**src/rtl/trico_credit_arbiter_if.sv**
```systemverilog
`default_nettype none
// ============================================================================
// Module   : trico_credit_arbiter_if
// Brief    : Credit/done/pop bundle between the root pop logic and the arbiter.
// Revision : 1.0
// ============================================================================
interface trico_credit_arbiter_if #(
    parameter int NUM_RPU = 3,
    parameter int PLW     = 7,
    parameter int CDW     = 16,
    parameter int RID_W   = $clog2(NUM_RPU)
);
    logic                   i_credit_valid;
    logic [RID_W-1:0]       i_credit_rpu;
    logic [PLW-1:0]         i_credit_len;
    logic                   i_done_valid;
    logic [RID_W-1:0]       i_done_rpu;
    logic [PLW-1:0]         i_done_len;
    logic [NUM_RPU-1:0]     i_rpu_nonempty;
    logic [NUM_RPU-1:0]     o_pop;
    logic [RID_W-1:0]       o_pop_rpu;
    logic [NUM_RPU*CDW-1:0] o_credit;
    logic [NUM_RPU-1:0]     o_busy;

    modport master (
        output i_credit_valid, i_credit_rpu, i_credit_len,
        output i_done_valid, i_done_rpu, i_done_len,
        output i_rpu_nonempty,
        input  o_pop, o_pop_rpu, o_credit, o_busy
    );

    modport slave (
        input  i_credit_valid, i_credit_rpu, i_credit_len,
        input  i_done_valid, i_done_rpu, i_done_len,
        input  i_rpu_nonempty,
        output o_pop, o_pop_rpu, o_credit, o_busy
    );
endinterface
`default_nettype wire

```
**src/rtl/trico_credit_arbiter.sv**
```systemverilog
`default_nettype none
// ============================================================================
// Module   : trico_credit_arbiter
// Brief    : Round-robin, credit-gated pop arbiter for sub-tree RPUs 1..N-1.
//            Optional macro TRICO_CREDIT_SAT_EN: saturate credits instead of wrap.
// Revision : 1.0
// ============================================================================
module trico_credit_arbiter #(
    parameter int NUM_RPU = 3,
    parameter int PLW     = 7,
    parameter int CDW     = 16,
    parameter int RID_W   = $clog2(NUM_RPU)
) (
    input  logic                 i_clk,
    input  logic                 i_arst_n,
    trico_credit_arbiter_if.slave bus
);
    localparam logic [0:0] ST_IDLE = 1'b0;
    localparam logic [0:0] ST_WAIT = 1'b1;
    localparam int         C_NARB  = NUM_RPU - 1;

`ifdef TRICO_CREDIT_SAT_EN
    localparam logic signed [CDW:0] C_SAT_MAX = {2'b00, {(CDW-1){1'b1}}};
    localparam logic signed [CDW:0] C_SAT_MIN = {2'b11, {(CDW-1){1'b0}}};
`endif

    logic [0:0]            state_q  [NUM_RPU];
    logic [0:0]            state_d  [NUM_RPU];
    logic signed [CDW-1:0] credit_q [NUM_RPU];
    logic signed [CDW-1:0] credit_d [NUM_RPU];
    logic [RID_W-1:0]      rr_q, rr_d;
    logic [NUM_RPU-1:0]    pop_q, pop_d;
    logic [RID_W-1:0]      pop_rpu_q, pop_rpu_d;
    logic [NUM_RPU-1:0]    w_elig;
    logic                  w_gnt_vld;
    logic [RID_W-1:0]      w_gnt_idx;

    function automatic logic signed [CDW-1:0] f_update(
        input logic signed [CDW-1:0] cur,
        input logic                  add_en,
        input logic [PLW-1:0]        add_len,
        input logic                  sub_en,
        input logic [PLW-1:0]        sub_len
    );
        logic signed [CDW:0] sum;
        sum = {cur[CDW-1], cur};
        if (add_en) sum = sum + $signed({{(CDW+1-PLW){1'b0}}, add_len});
        if (sub_en) sum = sum - $signed({{(CDW+1-PLW){1'b0}}, sub_len});
`ifdef TRICO_CREDIT_SAT_EN
        if (sum > C_SAT_MAX) sum = C_SAT_MAX;
        if (sum < C_SAT_MIN) sum = C_SAT_MIN;
`endif
        return sum[CDW-1:0];
    endfunction

    always_comb begin
        w_elig = '0;
        for (int i = 1; i < NUM_RPU; i++) begin
            w_elig[i] = (state_q[i] == ST_IDLE) && bus.i_rpu_nonempty[i]
                     && !credit_q[i][CDW-1] && (credit_q[i] != '0);
        end
    end

    // rr_q holds the RPU after the last grant; scan forward from it, skipping RPU 0.
    always_comb begin : arb_scan
        logic [RID_W-1:0] cand;
        cand      = rr_q;
        w_gnt_vld = 1'b0;
        w_gnt_idx = '0;
        for (int k = 0; k < C_NARB; k++) begin
            if (!w_gnt_vld && w_elig[cand]) begin
                w_gnt_vld = 1'b1;
                w_gnt_idx = cand;
            end
            cand = (cand == RID_W'(NUM_RPU-1)) ? RID_W'(1) : cand + RID_W'(1);
        end
    end

    always_comb begin
        rr_d      = rr_q;
        pop_d     = '0;
        pop_rpu_d = '0;
        for (int i = 0; i < NUM_RPU; i++) begin
            state_d[i]  = state_q[i];
            credit_d[i] = credit_q[i];
        end

        if (w_gnt_vld) begin
            pop_d[w_gnt_idx] = 1'b1;
            pop_rpu_d        = w_gnt_idx;
            rr_d = (w_gnt_idx == RID_W'(NUM_RPU-1)) ? RID_W'(1) : w_gnt_idx + RID_W'(1);
        end

        // Index 0 is never visited, so traffic aimed at the root falls through untouched.
        for (int i = 1; i < NUM_RPU; i++) begin
            credit_d[i] = f_update(credit_q[i],
                                   bus.i_credit_valid && (bus.i_credit_rpu == RID_W'(i)),
                                   bus.i_credit_len,
                                   bus.i_done_valid && (bus.i_done_rpu == RID_W'(i)),
                                   bus.i_done_len);
            if (w_gnt_vld && (w_gnt_idx == RID_W'(i))) begin
                state_d[i] = ST_WAIT;
            end else if ((state_q[i] == ST_WAIT) && bus.i_done_valid
                         && (bus.i_done_rpu == RID_W'(i))) begin
                state_d[i] = ST_IDLE;
            end
        end
    end

    always_ff @(posedge i_clk or negedge i_arst_n) begin
        if (!i_arst_n) begin
            for (int i = 0; i < NUM_RPU; i++) begin
                state_q[i]  <= ST_IDLE;
                credit_q[i] <= '0;
            end
            rr_q      <= RID_W'(1);
            pop_q     <= '0;
            pop_rpu_q <= '0;
        end else begin
            for (int i = 0; i < NUM_RPU; i++) begin
                state_q[i]  <= state_d[i];
                credit_q[i] <= credit_d[i];
            end
            rr_q      <= rr_d;
            pop_q     <= pop_d;
            pop_rpu_q <= pop_rpu_d;
        end
    end

    assign bus.o_pop     = pop_q;
    assign bus.o_pop_rpu = pop_rpu_q;

    for (genvar gi = 0; gi < NUM_RPU; gi++) begin : g_out
        assign bus.o_busy[gi]                = (state_q[gi] == ST_WAIT);
        assign bus.o_credit[gi*CDW +: CDW]   = credit_q[gi];
    end

endmodule
`default_nettype wire

```
**src/flat_wrapper.sv**
```systemverilog
// flat-port wrapper written by rule: the top's interface ports become plain ports
module trico_credit_arbiter_flat 
#(
    parameter int NUM_RPU = 3,
    parameter int PLW     = 7,
    parameter int CDW     = 16,
    parameter int RID_W   = $clog2(NUM_RPU)
)
  (i_clk, i_arst_n, bus_i_credit_valid, bus_i_credit_rpu, bus_i_credit_len, bus_i_done_valid, bus_i_done_rpu, bus_i_done_len, bus_i_rpu_nonempty, bus_o_pop, bus_o_pop_rpu, bus_o_credit, bus_o_busy);
  trico_credit_arbiter_if #(.NUM_RPU(NUM_RPU), .PLW(PLW), .CDW(CDW), .RID_W(RID_W)) bus_i ();
  input  logic i_clk;
  input  logic i_arst_n;
  input wire logic [$bits(bus_i.i_credit_valid)-1:0] bus_i_credit_valid;
  input wire logic [$bits(bus_i.i_credit_rpu)-1:0] bus_i_credit_rpu;
  input wire logic [$bits(bus_i.i_credit_len)-1:0] bus_i_credit_len;
  input wire logic [$bits(bus_i.i_done_valid)-1:0] bus_i_done_valid;
  input wire logic [$bits(bus_i.i_done_rpu)-1:0] bus_i_done_rpu;
  input wire logic [$bits(bus_i.i_done_len)-1:0] bus_i_done_len;
  input wire logic [$bits(bus_i.i_rpu_nonempty)-1:0] bus_i_rpu_nonempty;
  output wire logic [$bits(bus_i.o_pop)-1:0] bus_o_pop;
  output wire logic [$bits(bus_i.o_pop_rpu)-1:0] bus_o_pop_rpu;
  output wire logic [$bits(bus_i.o_credit)-1:0] bus_o_credit;
  output wire logic [$bits(bus_i.o_busy)-1:0] bus_o_busy;
  assign bus_i.i_credit_valid = bus_i_credit_valid;
  assign bus_i.i_credit_rpu = bus_i_credit_rpu;
  assign bus_i.i_credit_len = bus_i_credit_len;
  assign bus_i.i_done_valid = bus_i_done_valid;
  assign bus_i.i_done_rpu = bus_i_done_rpu;
  assign bus_i.i_done_len = bus_i_done_len;
  assign bus_i.i_rpu_nonempty = bus_i_rpu_nonempty;
  assign bus_o_pop = bus_i.o_pop;
  assign bus_o_pop_rpu = bus_i.o_pop_rpu;
  assign bus_o_credit = bus_i.o_credit;
  assign bus_o_busy = bus_i.o_busy;
  trico_credit_arbiter #(.NUM_RPU(NUM_RPU), .PLW(PLW), .CDW(CDW), .RID_W(RID_W)) u_core (.i_clk(i_clk), .i_arst_n(i_arst_n), .bus(bus_i));
endmodule
```
**config.mk**
```make
export PLATFORM = sky130hd
export DESIGN_NAME = trico_credit_arbiter_flat
export DESIGN_NICKNAME = d
export VERILOG_FILES = /design/src/rtl/trico_credit_arbiter_if.sv /design/src/rtl/trico_credit_arbiter.sv /design/src/flat_wrapper.sv
export SDC_FILE = /design/constraint.sdc
export NUM_CORES = 1
export LEC_CHECK = 0
export ABC_AREA = 1
export CORE_MARGIN = 5
export CORE_UTILIZATION = 35
export CTS_BUF_LIST = sky130_fd_sc_hd__clkbuf_8
export DETAILED_ROUTE_END_ITERATION = 8
export GPL_TIMING_DRIVEN = 0
export SYNTH_ARGS = -nofsm -noshare
export SYNTH_HDL_FRONTEND = slang
export SYNTH_SLANG_ARGS = --single-unit
```
**constraint.sdc**
```tcl
create_clock -name i_clk -period 4.25 [get_ports i_clk]
set_input_delay 0.85 -clock i_clk [delete_from_list [all_inputs] [get_ports i_clk]]
set_output_delay 0.85 -clock i_clk [all_outputs]
set_load 0.03 [all_outputs]
```
==> flow_summary.yaml, run 1 <==
timing:
  fin_skew_ns: 0.00967
  tns_ns: 0
  finalHoldViolCount: 0
  slew_viol_final: 0
  period_needed_ns: 3.99
  rsz0062_at_grt: "false"
  max_freq_mhz: 251
  setup_violations: 0
  layout_setup_ws_ns: 0.261
  period_share_pct: 93.8
run:
  cap_viol_max_count: 0
synth:
  netlist_area_um2: 4080
  yosysSeqAreaShare_pct: 25.2
  ys_types: 47
  postSynthCellCount: 579
  ys.flop_type: "dfrtp_1"
  synth-seq-cells: 41
  synth_edf_count: 0
  yosys_warnings: 0
  postSynth.asyncResetShare_pct: 100
  avgSynthCellArea_um2: 7.04
grt:
  grt_pass1_vias: 3702
  grt_max_degree: 28
  grt_first_pass_wirelength_um: 17000
  grt_antenna_before_repair: 0
  grt_use_total_pct: 14.3
  grt_overflow: 0
detailed_routing:
  ant_nets: 0
  wl_met3_um: 439
  dr.max_layer_used: "met4"
  routed_wl_um: 10200
  wire_per_inst_um: 12.6
  viasPerCell: 4.71
  met1_length_um: 4540
  num_vias: 3813
  first_iter_violations: 171
  drc: 0
  dr_wl_met2_um: 5130
  firstDrtPassIters: 4
clocking:
  cts_buffer_depth: 2
  cts_tree: "built"
  cts_root_buf: "clkbuf_8"
  cts_buffers: 5
  ctsHoldBuffers: 0
  clkSinkCount: 41
  h-tree-depth: 2
  cts_setup_buffers: 0
  clk_latency_ns: 0.30
  clk_pin_slew_ns: 0.09
critical_path:
  timing.rr.end: "u_core.bus.o_credit[29]$_DFF_PN0_"
  regToRegStartpoint: "u_core.bus.o_credit[16]$_DFF_PN0_"
  rrSetupSlack_ns: 0.85
  crit_fanout: 4
  r2r_cells: 19
  startpoint: "bus_i_credit_len[0]"
  crit_type: "primary input to flip-flop"
  worstPathRequired_ns: 4.44
  cp.arrival_ns: 4.18
  worstSetupEndpointType: "flip-flop"
  startpoint_type: "primary input"
pwr:
  power_density_nw_per_um2: 633
  ir_drop_mv: 0.353
  p_leak_nw: 2.55
run_status:
  status: "finished, final reports clean"
final_layout:
  layout.nets: 725
  utilization_pct: 44.4
  areaGrowthSynthToFinish_pct: 24.4
  layout-drive-gt1-share_pct: 12.7
  seq_area_um2: 1030
  antenna_cells: 0
  fillers: 1172
  instances_no_fill: 810
  mostFrequentLayoutCell: "nand2_1"
  multi_input_area_um2: 2610
  fin_area_um2: 5070
  final_cell_mix: "nand2_1, inv_1, clkdlybuf4s50_1, nand3_1, dfrtp_1"
placed_design:
  port_buffers: 62
  post_dp_cell_area_um2: 4950
  place.gp.congestion: 0.878
  place_ws_ns: -0.108
  placed_cells: 802
  dp_hpwl_um: 8700
hold_path:
  worst_hold_path_type: "primary input to async pin"
floorplanning:
  start_util_pct: 35.7
  die_x_um: 118
  coreArea_um2: 11400
  pin_count: 81
  die_y_um: 118
  dieArea_um2: 13900
  num_rows: 39
synth_stat cells (3+ instances only):
library cell | number | area share, %
o21ai_0 | 22 | 2.7
a21oi_2 | 3 | 0.64
nor2_2 | 8 | 1.2
xnor2_1 | 6 | 1.3
nand2_4 | 4 | 1.1
nand2_1 | 153 | 14
nor3_4 | 3 | 1.2
and2_1 | 3 | 0.46
buf_4 | 18 | 3.3
mux2i_1 | 4 | 0.98
nand3_1 | 40 | 4.9
inv_1 | 84 | 7.7
inv_2 | 4 | 0.37
nand3_2 | 9 | 2.2
nand4_1 | 15 | 2.3
nand2_2 | 11 | 1.7
nor4_1 | 4 | 0.61
nor3_1 | 3 | 0.37
o22ai_1 | 5 | 0.77
a31oi_1 | 3 | 0.46
xor2_1 | 15 | 3.2
nor2_4 | 3 | 0.83
a21oi_1 | 18 | 2.2
ha_1 | 30 | 9.2
nor2_1 | 39 | 3.6
dfrtp_1 | 40 | 25
fa_1 | 4 | 2.0
o21bai_1 | 4 | 0.74
area by class of cell:
cell class	count	area share [%]
tap	143	3.53
inverter	89	6.69
clock buffer	5	1.36
sequential	41	20.3
timing repair buffer	63	12.5
buffer	22	3.23
clock inverter	3	0.913
multi-input combinational	444	51.5
timing repair:
| item | 4_1_cts | 5_1_grt |
|---|---|---|
| setup endpoints to repair | 0 | 2 |
| resized for setup | 0 | 1 |
| hold endpoints to repair | 0 | 0 |
per-layer routing:
metal / GRT usage [%] / vias to the layer above
met3: 2.59 / 7
met4: 2.22 / 0
met5: 0 / -
li1: - / 2001
met2: 26.3 / 72
met1: 17.8 / 1733
worst max-delay path by stage:
stage / to / depth (start not counted) / slack, ns
6_report: u_core.bus.o_credit[29]$_DFF_PN0_ / 20 / 0.26
5_1_grt: u_core.bus.o_credit[29]$_DFF_PN0_ / 20 / 0.005
4_1_cts: u_core.bus.o_credit[45]$_DFF_PN0_ / 17 / 0.20
3_5_place_dp: u_core.bus.o_credit[45]$_DFF_PN0_ / 17 / -0.11
3_3_place_gp: u_core.bus.o_credit[45]$_DFF_PN0_ / 17 / -0.07
2_1_floorplan: u_core.bus.o_credit[45]$_DFF_PN0_ / 16 / 0.77
critical path: stages:
cell	delay [ns]
clkdlybuf4s50_1	0.46
ha_1	0.27
fa_1	0.42
nand3_1	0.09
nand3_1	0.11
inv_1	0.11
o21bai_1	0.08
a21oi_1	0.11
o21ai_0	0.09
o21ai_0	0.12
inv_1	0.11
ha_1	0.30
a21oi_1	0.13
o21a_1	0.14
nand3_1	0.16
nand3b_2	0.30
nor2_4	0.13
nand3_1	0.08
nand2_1	0.06
nand2_1	0.05
power breakdown:
group / internal, mW / switching, mW / total [mW] / leakage, nW
sequential: 0.530 / 0.194 / 0.723 / 0.498
combinational: 0.809 / 1.35 / 2.16 / 2.00
clock: 0.176 / 0.148 / 0.324 / 0.0543
cells by family after synthesis:
group	count (synthesis)	synth area share (%)
and+or+nand+nor	305	36.7
buffers and inverters	111	12.3
AOI/OAI and AO/OA	61	8.57
DFF	41	25.2
adders and majority gates	34	11.2
xor gates and xnor gates	22	4.91
muxes	4	0.983
other	1	0.0920
registers in the layout (all words and copies together) (netlist names):
register              count
u_core.rr_q               2
u_core.bus.o_pop_rpu      2
u_core.bus.o_pop          3
u_core.bus.o_busy         2
u_core.bus.o_credit      32
through the flow:
step | hold WS [ns] | total power, mW
finish | 0.463 | 3.21
global route | 0.489 | 3.50
CTS | 0.471 | 3.22
detailed placement | 0.537 | 2.88
global placement | 0.516 | 2.84
floorplan | 0.499 | 2.24
(Power assumes the default switching activity.)
==> run 2, diff against run 1 <==
--- a/config.mk
+++ b/config.mk
@@ -11,6 +11,7 @@
 export CTS_BUF_LIST = sky130_fd_sc_hd__clkbuf_8
 export DETAILED_ROUTE_END_ITERATION = 8
 export GPL_TIMING_DRIVEN = 0
+export HOLD_SLACK_MARGIN = 0.03
 export SYNTH_ARGS = -nofsm -noshare
 export SYNTH_HDL_FRONTEND = slang
 export SYNTH_SLANG_ARGS = --single-unit
==> results of run 2 <==
The final DEF is identical to that of run 1; final timing and power are the same.
